$ cat src/rtl/psum_round_scheduler_pkg.sv
// Shared types, widths and NoC source-address table for the partial-sum round scheduler.
// The PE address constants mirror the mesh packet format (source field in packet bits [59:56]).
package psum_round_scheduler_pkg;

   localparam int NUM_PE = 5;
   localparam int PSUM_W = 13;
   localparam int ACC_W  = PSUM_W + 3;
   localparam int IDX_W  = 6;
   localparam int PE_W   = 3;

   localparam logic [3:0] ADDR_PE1 = 4'b0001;
   localparam logic [3:0] ADDR_PE2 = 4'b0101;
   localparam logic [3:0] ADDR_PE3 = 4'b0011;
   localparam logic [3:0] ADDR_PE4 = 4'b0111;
   localparam logic [3:0] ADDR_PE5 = 4'b1100;

   typedef enum logic [1:0] {
      PKT_SPIKE  = 2'b00,
      PKT_PSUM   = 2'b01,
      PKT_WEIGHT = 2'b10,
      PKT_CTRL   = 2'b11
   } pkt_type_e;

   typedef enum logic [2:0] {
      ST_IDLE    = 3'd0,
      ST_COLLECT = 3'd1,
      ST_DRAIN   = 3'd2,
      ST_DONE    = 3'd3,
      ST_FIN     = 3'd4
   } state_e;

   typedef struct packed {
      logic            hit;
      logic [PE_W-1:0] idx;
   } pe_sel_t;

   // Unknown sources decode to idx 0 with hit cleared so callers can index safely.
   function automatic pe_sel_t decode_src(input logic [3:0] src);
      pe_sel_t sel;
      sel.hit = 1'b1;
      sel.idx = '0;
      case (src)
         ADDR_PE1: sel.idx = 3'd0;
         ADDR_PE2: sel.idx = 3'd1;
         ADDR_PE3: sel.idx = 3'd2;
         ADDR_PE4: sel.idx = 3'd3;
         ADDR_PE5: sel.idx = 3'd4;
         default:  sel.hit = 1'b0;
      endcase
      return sel;
   endfunction

endpackage

$ cat src/rtl/psum_round_scheduler_if.sv
// Handshake bundle between the PE partial-sum stream, the scheduler and the downstream accumulator.
// acc_sat exists only when PSUM_SAT_EN is defined.
interface psum_round_scheduler_if
   import psum_round_scheduler_pkg::*;
   ();

   logic              in_valid;
   logic              in_ready;
   logic [3:0]        in_src;
   logic [PSUM_W-1:0] in_psum;

   logic              acc_valid;
   logic              acc_ready;
   logic [ACC_W-1:0]  acc_sum;
   logic              acc_first;
   logic [IDX_W-1:0]  acc_idx;
`ifdef PSUM_SAT_EN
   logic              acc_sat;
`endif

   logic              done_valid;
   logic              done_ready;

   modport master (
      output in_valid, in_src, in_psum, acc_ready, done_ready,
`ifdef PSUM_SAT_EN
      input  acc_sat,
`endif
      input  in_ready, acc_valid, acc_sum, acc_first, acc_idx, done_valid
   );

   modport slave (
      input  in_valid, in_src, in_psum, acc_ready, done_ready,
`ifdef PSUM_SAT_EN
      output acc_sat,
`endif
      output in_ready, acc_valid, acc_sum, acc_first, acc_idx, done_valid
   );

endinterface

$ cat src/rtl/psum_round_scheduler_pe_buffer.sv
// psum_pe_buffer: per-PE round buffer. Words land at the current write count and are read back
// by round index; a full buffer ignores further writes until the synchronous clear.
module psum_pe_buffer #(
   parameter int DEPTH = 3,
   parameter int W     = 13,
   parameter int IDX_W = (DEPTH > 1) ? $clog2(DEPTH) : 1
) (
   input  logic             clk,
   input  logic             rst_n,
   input  logic             clr_i,
   input  logic             wr_en_i,
   input  logic [W-1:0]     wr_data_i,
   input  logic [IDX_W-1:0] rd_idx_i,
   output logic [W-1:0]     rd_data_o,
   output logic             full_o
);

   localparam int CNT_W = $clog2(DEPTH + 1);
   localparam logic [CNT_W-1:0] CNT_FULL = CNT_W'(DEPTH);

   logic [CNT_W-1:0] cnt_q, cnt_d;
   logic [W-1:0]     mem_q [DEPTH];
   logic             wr_ok;

   assign full_o = (cnt_q == CNT_FULL);
   assign wr_ok  = wr_en_i && !full_o;

   always_comb begin
      cnt_d = cnt_q;
      if (clr_i)
         cnt_d = '0;
      else if (wr_ok)
         cnt_d = cnt_q + CNT_W'(1);
   end

   always_ff @(posedge clk or negedge rst_n) begin
      if (!rst_n)
         cnt_q <= '0;
      else
         cnt_q <= cnt_d;
   end

   always_ff @(posedge clk or negedge rst_n) begin
      if (!rst_n) begin
         for (int i = 0; i < DEPTH; i++)
            mem_q[i] <= '0;
      end else if (wr_ok) begin
         for (int i = 0; i < DEPTH; i++)
            if (cnt_q == CNT_W'(i))
               mem_q[i] <= wr_data_i;
      end
   end

   assign rd_data_o = mem_q[rd_idx_i];

endmodule

$ cat src/rtl/psum_round_scheduler.sv
// Partial-sum round scheduler: collects one round from all PEs, drains summed words per round
// index, and marks timestep ends. Optional clamp to 2^PSUM_W-1 with acc_sat under PSUM_SAT_EN.
module psum_round_scheduler
   import psum_round_scheduler_pkg::*;
#(
   parameter int PSUM_PER_ROUND   = 3,
   parameter int NEURONS_PER_STEP = 63,
   parameter int NUM_TIMESTEPS    = 10,
   parameter int TS_W             = 4
) (
   input  logic                   clk,
   input  logic                   rst_n,
   input  logic                   start,
   psum_round_scheduler_if.slave  bus,
   output logic [TS_W-1:0]        ts_count,
   output logic                   busy,
   output logic                   err_src
);

   localparam int K_W = (PSUM_PER_ROUND > 1) ? $clog2(PSUM_PER_ROUND) : 1;
   localparam logic [K_W-1:0]   LAST_K   = K_W'(PSUM_PER_ROUND - 1);
   localparam logic [IDX_W-1:0] LAST_IDX = IDX_W'(NEURONS_PER_STEP - 1);
   localparam logic [TS_W-1:0]  LAST_TS  = TS_W'(NUM_TIMESTEPS - 1);

   if (NEURONS_PER_STEP % PSUM_PER_ROUND != 0) begin : g_bad_cfg
      $error("NEURONS_PER_STEP must be a multiple of PSUM_PER_ROUND");
   end

   state_e            state_q, state_d;
   logic [K_W-1:0]    k_q, k_d;
   logic [IDX_W-1:0]  acc_idx_q, acc_idx_d;
   logic [TS_W-1:0]   ts_q, ts_d;
   logic              acc_valid_q, acc_valid_d;
   logic [ACC_W-1:0]  acc_sum_q, acc_sum_d;
   logic              acc_first_q, acc_first_d;
   logic              done_valid_q, done_valid_d;
   logic              err_src_q, err_src_d;
   logic              busy_q, busy_d;
`ifdef PSUM_SAT_EN
   logic              acc_sat_q, acc_sat_d;
   logic              sat_hit;
`endif

   pe_sel_t           sel;
   logic [NUM_PE-1:0] full;
   logic [NUM_PE-1:0] wr_en;
   logic [PSUM_W-1:0] rd_data [NUM_PE];
   logic              clr;
   logic              in_fire;
   logic [ACC_W-1:0]  sum_raw;
   logic [ACC_W-1:0]  sum_out;

   // Unknown sources are always accepted in COLLECT so they can be dropped and flagged.
   assign sel          = decode_src(bus.in_src);
   assign bus.in_ready = (state_q == ST_COLLECT) && (!sel.hit || !full[sel.idx]);
   assign in_fire      = bus.in_valid && bus.in_ready;

   for (genvar gi = 0; gi < NUM_PE; gi++) begin : g_pe
      assign wr_en[gi] = in_fire && sel.hit && (sel.idx == PE_W'(gi));

      psum_pe_buffer #(
         .DEPTH (PSUM_PER_ROUND),
         .W     (PSUM_W),
         .IDX_W (K_W)
      ) u_buf (
         .clk       (clk),
         .rst_n     (rst_n),
         .clr_i     (clr),
         .wr_en_i   (wr_en[gi]),
         .wr_data_i (bus.in_psum),
         .rd_idx_i  (k_q),
         .rd_data_o (rd_data[gi]),
         .full_o    (full[gi])
      );
   end

   always_comb begin
      sum_raw = '0;
      for (int i = 0; i < NUM_PE; i++)
         sum_raw = sum_raw + ACC_W'(rd_data[i]);
   end

`ifdef PSUM_SAT_EN
   localparam logic [ACC_W-1:0] SAT_MAX = ACC_W'((1 << PSUM_W) - 1);
   assign sat_hit = (sum_raw > SAT_MAX);
   assign sum_out = sat_hit ? SAT_MAX : sum_raw;
`else
   assign sum_out = sum_raw;
`endif

   always_comb begin
      state_d      = state_q;
      k_d          = k_q;
      acc_idx_d    = acc_idx_q;
      ts_d         = ts_q;
      acc_valid_d  = acc_valid_q;
      acc_sum_d    = acc_sum_q;
      acc_first_d  = acc_first_q;
      done_valid_d = done_valid_q;
      err_src_d    = in_fire && !sel.hit;
      clr          = 1'b0;
`ifdef PSUM_SAT_EN
      acc_sat_d    = acc_sat_q;
`endif

      case (state_q)
         ST_IDLE, ST_FIN: begin
            if (start) begin
               state_d     = ST_COLLECT;
               ts_d        = '0;
               acc_idx_d   = '0;
               acc_first_d = 1'b1;
            end
         end
         ST_COLLECT: begin
            if (&full) begin
               state_d = ST_DRAIN;
               k_d     = '0;
            end
         end
         ST_DRAIN: begin
            // Load a word on the cycle after entry or after each handshake.
            if (!acc_valid_q) begin
               acc_valid_d = 1'b1;
               acc_sum_d   = sum_out;
`ifdef PSUM_SAT_EN
               acc_sat_d   = sat_hit;
`endif
            end else if (bus.acc_ready) begin
               acc_valid_d = 1'b0;
               acc_idx_d   = acc_idx_q + IDX_W'(1);
               if (k_q == LAST_K) begin
                  k_d = '0;
                  clr = 1'b1;
                  if (acc_idx_q == LAST_IDX) begin
                     state_d      = ST_DONE;
                     done_valid_d = 1'b1;
                  end else begin
                     state_d = ST_COLLECT;
                  end
               end else begin
                  k_d = k_q + K_W'(1);
               end
            end
         end
         ST_DONE: begin
            if (done_valid_q && bus.done_ready) begin
               done_valid_d = 1'b0;
               ts_d         = ts_q + TS_W'(1);
               acc_idx_d    = '0;
               acc_first_d  = 1'b0;
               state_d      = (ts_q == LAST_TS) ? ST_FIN : ST_COLLECT;
            end
         end
         default: state_d = ST_IDLE;
      endcase

      busy_d = (state_d == ST_COLLECT) || (state_d == ST_DRAIN) || (state_d == ST_DONE);
   end

   always_ff @(posedge clk or negedge rst_n) begin
      if (!rst_n) begin
         state_q      <= ST_IDLE;
         k_q          <= '0;
         acc_idx_q    <= '0;
         ts_q         <= '0;
         acc_valid_q  <= 1'b0;
         acc_sum_q    <= '0;
         acc_first_q  <= 1'b0;
         done_valid_q <= 1'b0;
         err_src_q    <= 1'b0;
         busy_q       <= 1'b0;
`ifdef PSUM_SAT_EN
         acc_sat_q    <= 1'b0;
`endif
      end else begin
         state_q      <= state_d;
         k_q          <= k_d;
         acc_idx_q    <= acc_idx_d;
         ts_q         <= ts_d;
         acc_valid_q  <= acc_valid_d;
         acc_sum_q    <= acc_sum_d;
         acc_first_q  <= acc_first_d;
         done_valid_q <= done_valid_d;
         err_src_q    <= err_src_d;
         busy_q       <= busy_d;
`ifdef PSUM_SAT_EN
         acc_sat_q    <= acc_sat_d;
`endif
      end
   end

   assign bus.acc_valid  = acc_valid_q;
   assign bus.acc_sum    = acc_sum_q;
   assign bus.acc_first  = acc_first_q;
   assign bus.acc_idx    = acc_idx_q;
   assign bus.done_valid = done_valid_q;
`ifdef PSUM_SAT_EN
   assign bus.acc_sat    = acc_sat_q;
`endif
   assign ts_count       = ts_q;
   assign busy           = busy_q;
   assign err_src        = err_src_q;

endmodule

$ cat src/flat_wrapper.sv
// flat-port wrapper written by rule: the top's interface ports become plain ports
module psum_round_scheduler_flat import psum_round_scheduler_pkg::*;
#(
   parameter int PSUM_PER_ROUND   = 3,
   parameter int NEURONS_PER_STEP = 63,
   parameter int NUM_TIMESTEPS    = 10,
   parameter int TS_W             = 4
)
  (clk, rst_n, start, ts_count, busy, err_src, bus_in_valid, bus_in_src, bus_in_psum, bus_acc_ready, bus_done_ready, bus_in_ready, bus_acc_valid, bus_acc_sum, bus_acc_first, bus_acc_idx, bus_done_valid);
  psum_round_scheduler_if bus_i ();
  input  logic clk;
  input  logic rst_n;
  input  logic start;
  output logic [TS_W-1:0] ts_count;
  output logic busy;
  output logic err_src;
  input wire logic [$bits(bus_i.in_valid)-1:0] bus_in_valid;
  input wire logic [$bits(bus_i.in_src)-1:0] bus_in_src;
  input wire logic [$bits(bus_i.in_psum)-1:0] bus_in_psum;
  input wire logic [$bits(bus_i.acc_ready)-1:0] bus_acc_ready;
  input wire logic [$bits(bus_i.done_ready)-1:0] bus_done_ready;
  output wire logic [$bits(bus_i.in_ready)-1:0] bus_in_ready;
  output wire logic [$bits(bus_i.acc_valid)-1:0] bus_acc_valid;
  output wire logic [$bits(bus_i.acc_sum)-1:0] bus_acc_sum;
  output wire logic [$bits(bus_i.acc_first)-1:0] bus_acc_first;
  output wire logic [$bits(bus_i.acc_idx)-1:0] bus_acc_idx;
  output wire logic [$bits(bus_i.done_valid)-1:0] bus_done_valid;
  assign bus_i.in_valid = bus_in_valid;
  assign bus_i.in_src = bus_in_src;
  assign bus_i.in_psum = bus_in_psum;
  assign bus_i.acc_ready = bus_acc_ready;
  assign bus_i.done_ready = bus_done_ready;
  assign bus_in_ready = bus_i.in_ready;
  assign bus_acc_valid = bus_i.acc_valid;
  assign bus_acc_sum = bus_i.acc_sum;
  assign bus_acc_first = bus_i.acc_first;
  assign bus_acc_idx = bus_i.acc_idx;
  assign bus_done_valid = bus_i.done_valid;
  psum_round_scheduler #(.PSUM_PER_ROUND(PSUM_PER_ROUND), .NEURONS_PER_STEP(NEURONS_PER_STEP), .NUM_TIMESTEPS(NUM_TIMESTEPS), .TS_W(TS_W)) u_core (.clk(clk), .rst_n(rst_n), .start(start), .bus(bus_i), .ts_count(ts_count), .busy(busy), .err_src(err_src));
endmodule
$ cat config.mk
export PLATFORM = sky130hd
export DESIGN_NAME = psum_round_scheduler_flat
export DESIGN_NICKNAME = d
export VERILOG_FILES = /design/src/rtl/psum_round_scheduler_pkg.sv /design/src/rtl/psum_round_scheduler_if.sv /design/src/rtl/psum_round_scheduler_pe_buffer.sv /design/src/rtl/psum_round_scheduler.sv /design/src/flat_wrapper.sv
export SDC_FILE = /design/constraint.sdc
export NUM_CORES = 1
export LEC_CHECK = 0
export BUFFER_PORTS_ARGS = -buffer_cell sky130_fd_sc_hd__buf_2
export CAP_MARGIN = 15
export CORE_MARGIN = 2
export CORE_UTILIZATION = 63
export CTS_BUF_LIST = sky130_fd_sc_hd__clkbuf_8
export DETAILED_ROUTE_END_ITERATION = 8
export GPL_TIMING_DRIVEN = 0
export PLACE_DENSITY = 0.84
export SKIP_CTS_REPAIR_TIMING = 1
export SLEW_MARGIN = 20
export SYNTH_ARGS = -nofsm -noshare
export SYNTH_HDL_FRONTEND = slang
export SYNTH_SLANG_ARGS = --single-unit
export TNS_END_PERCENT = 20
$ cat constraint.sdc
create_clock -name clk -period 8.9 [get_ports clk]
set_input_delay 1.78 -clock clk [delete_from_list [all_inputs] [get_ports clk]]
set_output_delay 1.78 -clock clk [all_outputs]
set_load 0.01 [all_outputs]
==> results.yml <==
grt:
  gr-max-usage-layer: "met2"
  grt_max_degree: 86
  overflow: 0
  grt.met2_usage_pct: 44.37
  grt_first_pass_wirelength_um: 45200
  grtUsageTotal_pct: 26.51
  antenna_found_initial: 0
  met3_usage_pct: 4.250
  grt_pass1_vias: 9033
  met1_usage_pct: 35.41
sta:
  tns_ps: 0
  setup_viol: 0
  hold_ws_ps: 468.4
  final.setup_skew_ps: 24.13
  worst-slew-pin-transition_ps: 964.0
  finalCritPeriodShare_pct: 81.19
  max_freq_ghz: 0.1384
  period_minus_slack_ps: 7226
  slew_headroom_pct: 35.73
  slew_viol_final: 0
  rsz0062_at_grt: "no"
  hold_viol: 0
critical_path:
  endpoint_kind: "flip-flop"
  criticalPathCategory: "reg -> reg"
  r2r-end: "u_core.bus.acc_sum[14]"
  cp_cell_sequence: "clkbuf_1 -> nor2b_1 -> clkbuf_1 -> clkbuf_1 -> nand2_1 -> o21ai_0 -> ha_1 -> a21o_1 -> a21oi_1 -> o21ai_0 -> a41oi_1 -> xnor2_1 -> fa_1 -> inv_1 -> fa_1 -> inv_1 -> ha_1 -> a21o_1 -> a31oi_1 -> and4b_1 -> o311a_1 -> or3_1"
  cp.arrival_ps: 7660
  slowest_stage: "clkbuf_1"
  crit_top_cell: "clkbuf_1"
  cp_max_fo: 10
  crit-reg2reg-launch: "u_core.k_q[0]"
  crit_family: "compound AO/OA/AOI/OAI gates"
  cp.depth: 22
  critPathCapture: "u_core.bus.acc_sum[14]"
  critical_path_buf_inv_count: 5
  required_ps: 9330
  r2r_setup_slack_ps: 1670
  r2r_cells: 22
  cp-startpoint: "u_core.k_q[0]"
  critPathMaxStageDelay_ps: 620
  cp-start-kind: "flip-flop"
cts:
  path_clk_slew_ps: 60
  cts_sinks: 241
  cts_tree: "done"
  cts_made_buffers: 42
  htree_levels: 2
  clock_latency_ps: 560
  clock_path_buffers: 3
  ctsRootBufferMaster: "clkbuf_8"
finish:
  fill_cells: 1368
  final_common_cell: "dfrtp_1"
  nNetsFinal: 1315
  layout_common_cells: "dfrtp_1, mux2_2, nand2_1"
  num_antenna_cells: 0
  area_delta_synth_final_pct: 12.20
  instances_no_fill: 1515
  drive_gt1_share_pct: 27.39
drt:
  drc: 0
  drt-pass1-iter-count: 6
  wl_um: 27960
  via_per_inst: 5.793
  routedWlPerCell_um: 18.45
  ant_nets: 0
  drt_iter0_drc: 449
  dr_total_vias: 8777
placed_design:
  hpwl_um: 20010
  dp.cells: 1439
  gp_congestion: 0.8966
  io_buffers: 54
outcome:
  status: "finished, final reports clean"
pwr:
  p_int_mw: 1.695
  p_clk_share_pct: 47.4
  switching_share_pct: 22.15
  p_seq_share_pct: 50.4
  power_leakage_nw: 7.158
  max-vdd-ir-drop_mv: 0.1655
  switching_power_uw: 482.1
  cellPowerDensity_nw_per_um2: 151.4
  p_comb_share_pct: 2.3
synth:
  yosys.cell_types.count: 55
  synth_top_area_share_pct: 47.06
  ys.flop_type: "dfrtp_1"
  ys_warn_count: 0
  syn_nets: 1215
  ys_seq_area_share_pct: 47.06
  ys_top_cells_by_area: "dfrtp_1, mux2_2, mux2i_1, ha_1, fa_1"
  synth_cells: 1113
  synth-edff-count: 0
  synthesis.area_um2: 12810
  async_flop_share_pct: 100.0
  synth_seq_cells: 241
  synth_top_area_cell: "dfrtp_1"
  synth_area_per_cell_um2: 11.51
floorplanning:
  dieArea_um2: 21500
  core-area_um2: 20100
  start_util_pct: 63.74
  io_pins: 55
  num_rows: 52
  die_h_um: 146.6
  fp.dieW_um: 146.6
min_path:
  hp-class: "reg -> reg"
run:
  drv_cap: 0
==> metal layers <==
layer	wire [µm]	share of wire, %
met3	1421	5.1
met4	820	2.9
met2	13490	48
met5	0	0
met1	12230	44
==> final cells by class <==
type | count | area (µm²) | share of cell area, %
buffer | 56 | 241.5 | 1.679
clock buffer | 59 | 812.0 | 5.647
tap | 270 | 337.8 | 2.349
multi-input combinational | 753 | 6306 | 43.86
timing repair buffer | 56 | 335.3 | 2.332
sequential | 241 | 6031 | 41.94
clock inverter | 17 | 78.83 | 0.5482
inverter | 63 | 236.5 | 1.645
==> logic make-up (layout without fill, tap and decap cells) <==
logic type	Yosys count	in the layout	share of synthesized area [%]
compound gates	156	156	6.932
xor+xnor	25	25	1.709
fa+ha+maj	79	79	9.295
buf+inv	119	251	3.730
flops	241	241	47.06
simple gates	224	224	8.348
mux	269	269	22.93
==> power groups by stage <==
| stage | clock, mW | combinational (mW) | sequential (mW) |
|---|---|---|---|
| 2_1_floorplan | 0 | 0.00901 | 1.12 |
| 3_3_place_gp | 0 | 0.0453 | 1.12 |
| 3_5_place_dp | 0 | 0.0500 | 1.12 |
| 4_1_cts | 1.05 | 0.0502 | 1.10 |
| 5_1_grt | 1.10 | 0.0564 | 1.10 |
| 6_report | 1.03 | 0.0491 | 1.10 |
==> cell usage after synthesis (all sizes together), types with 2 or more instances <==
master,instances
o21a,4
a21o,8
nor2,50
nor3b,6
a21boi,2
dfrtp,241
xor2,7
or3,3
and4,2
o21ai,81
buf,22
nand2b,3
and3,4
o211ai,3
xnor2,18
and2,3
clkbuf,34
a31oi,5
a21oi,35
nand4,3
o21bai,4
nand2,113
fa,27
nor2b,4
nand3b,2
ha,52
inv,63
a211oi,4
nand3,12
and4b,3
nor3,9
a31o,2
mux2,196
mux2i,73
==> worst min-delay path, cell delays in order, from the launching register on <==
cell and delay [ps]:
dfrtp_1 330, nand2_1 40, o21ai_0 60
==> through the flow <==
step                cell area [µm²]  power (mW)  util (%)  setup slack (ps)
floorplan                     12810       1.125         -              3337
global placement              13420       1.161     66.77              1919
detailed placement            13490       1.166     67.09              1899
CTS                           14380       2.196     71.52              1835
global route                  14380       2.257     71.52              1465
finish                        14380       2.177     71.52              1674
==> worst min path at each step <==
| stage | endpoint | cells after the start | from |
|---|---|---|---|
| 2_1_floorplan | u_core.g_pe[0].u_buf.mem_q[26] | 1 | u_core.g_pe[0].u_buf.mem_q[26] |
| 3_3_place_gp | u_core.bus.acc_first | 2 | u_core.bus.acc_first |
| 3_5_place_dp | u_core.bus.acc_first | 2 | u_core.bus.acc_first |
| 4_1_cts | u_core.bus.acc_first | 2 | u_core.bus.acc_first |
| 5_1_grt | u_core.bus.acc_sum[3] | 2 | u_core.bus.acc_sum[3] |
| 6_report | u_core.bus.acc_sum[10] | 2 | u_core.bus.acc_sum[10] |
==> flip-flops by register name, summed over array words and instances, names as in the netlist <==
signal                   flops
u_core.bus.acc_first         1
u_core.bus.acc_idx           6
u_core.bus.acc_sum          16
u_core.bus.acc_valid         1
u_core.bus.done_valid        1
u_core.busy                  1
u_core.err_src               1
u_core.g_pe.u_buf.cnt_q     10
u_core.g_pe.u_buf.mem_q    195
u_core.k_q                   2
u_core.state_q               3
u_core.ts_count              4
Power figures use the tool's default switching activity.
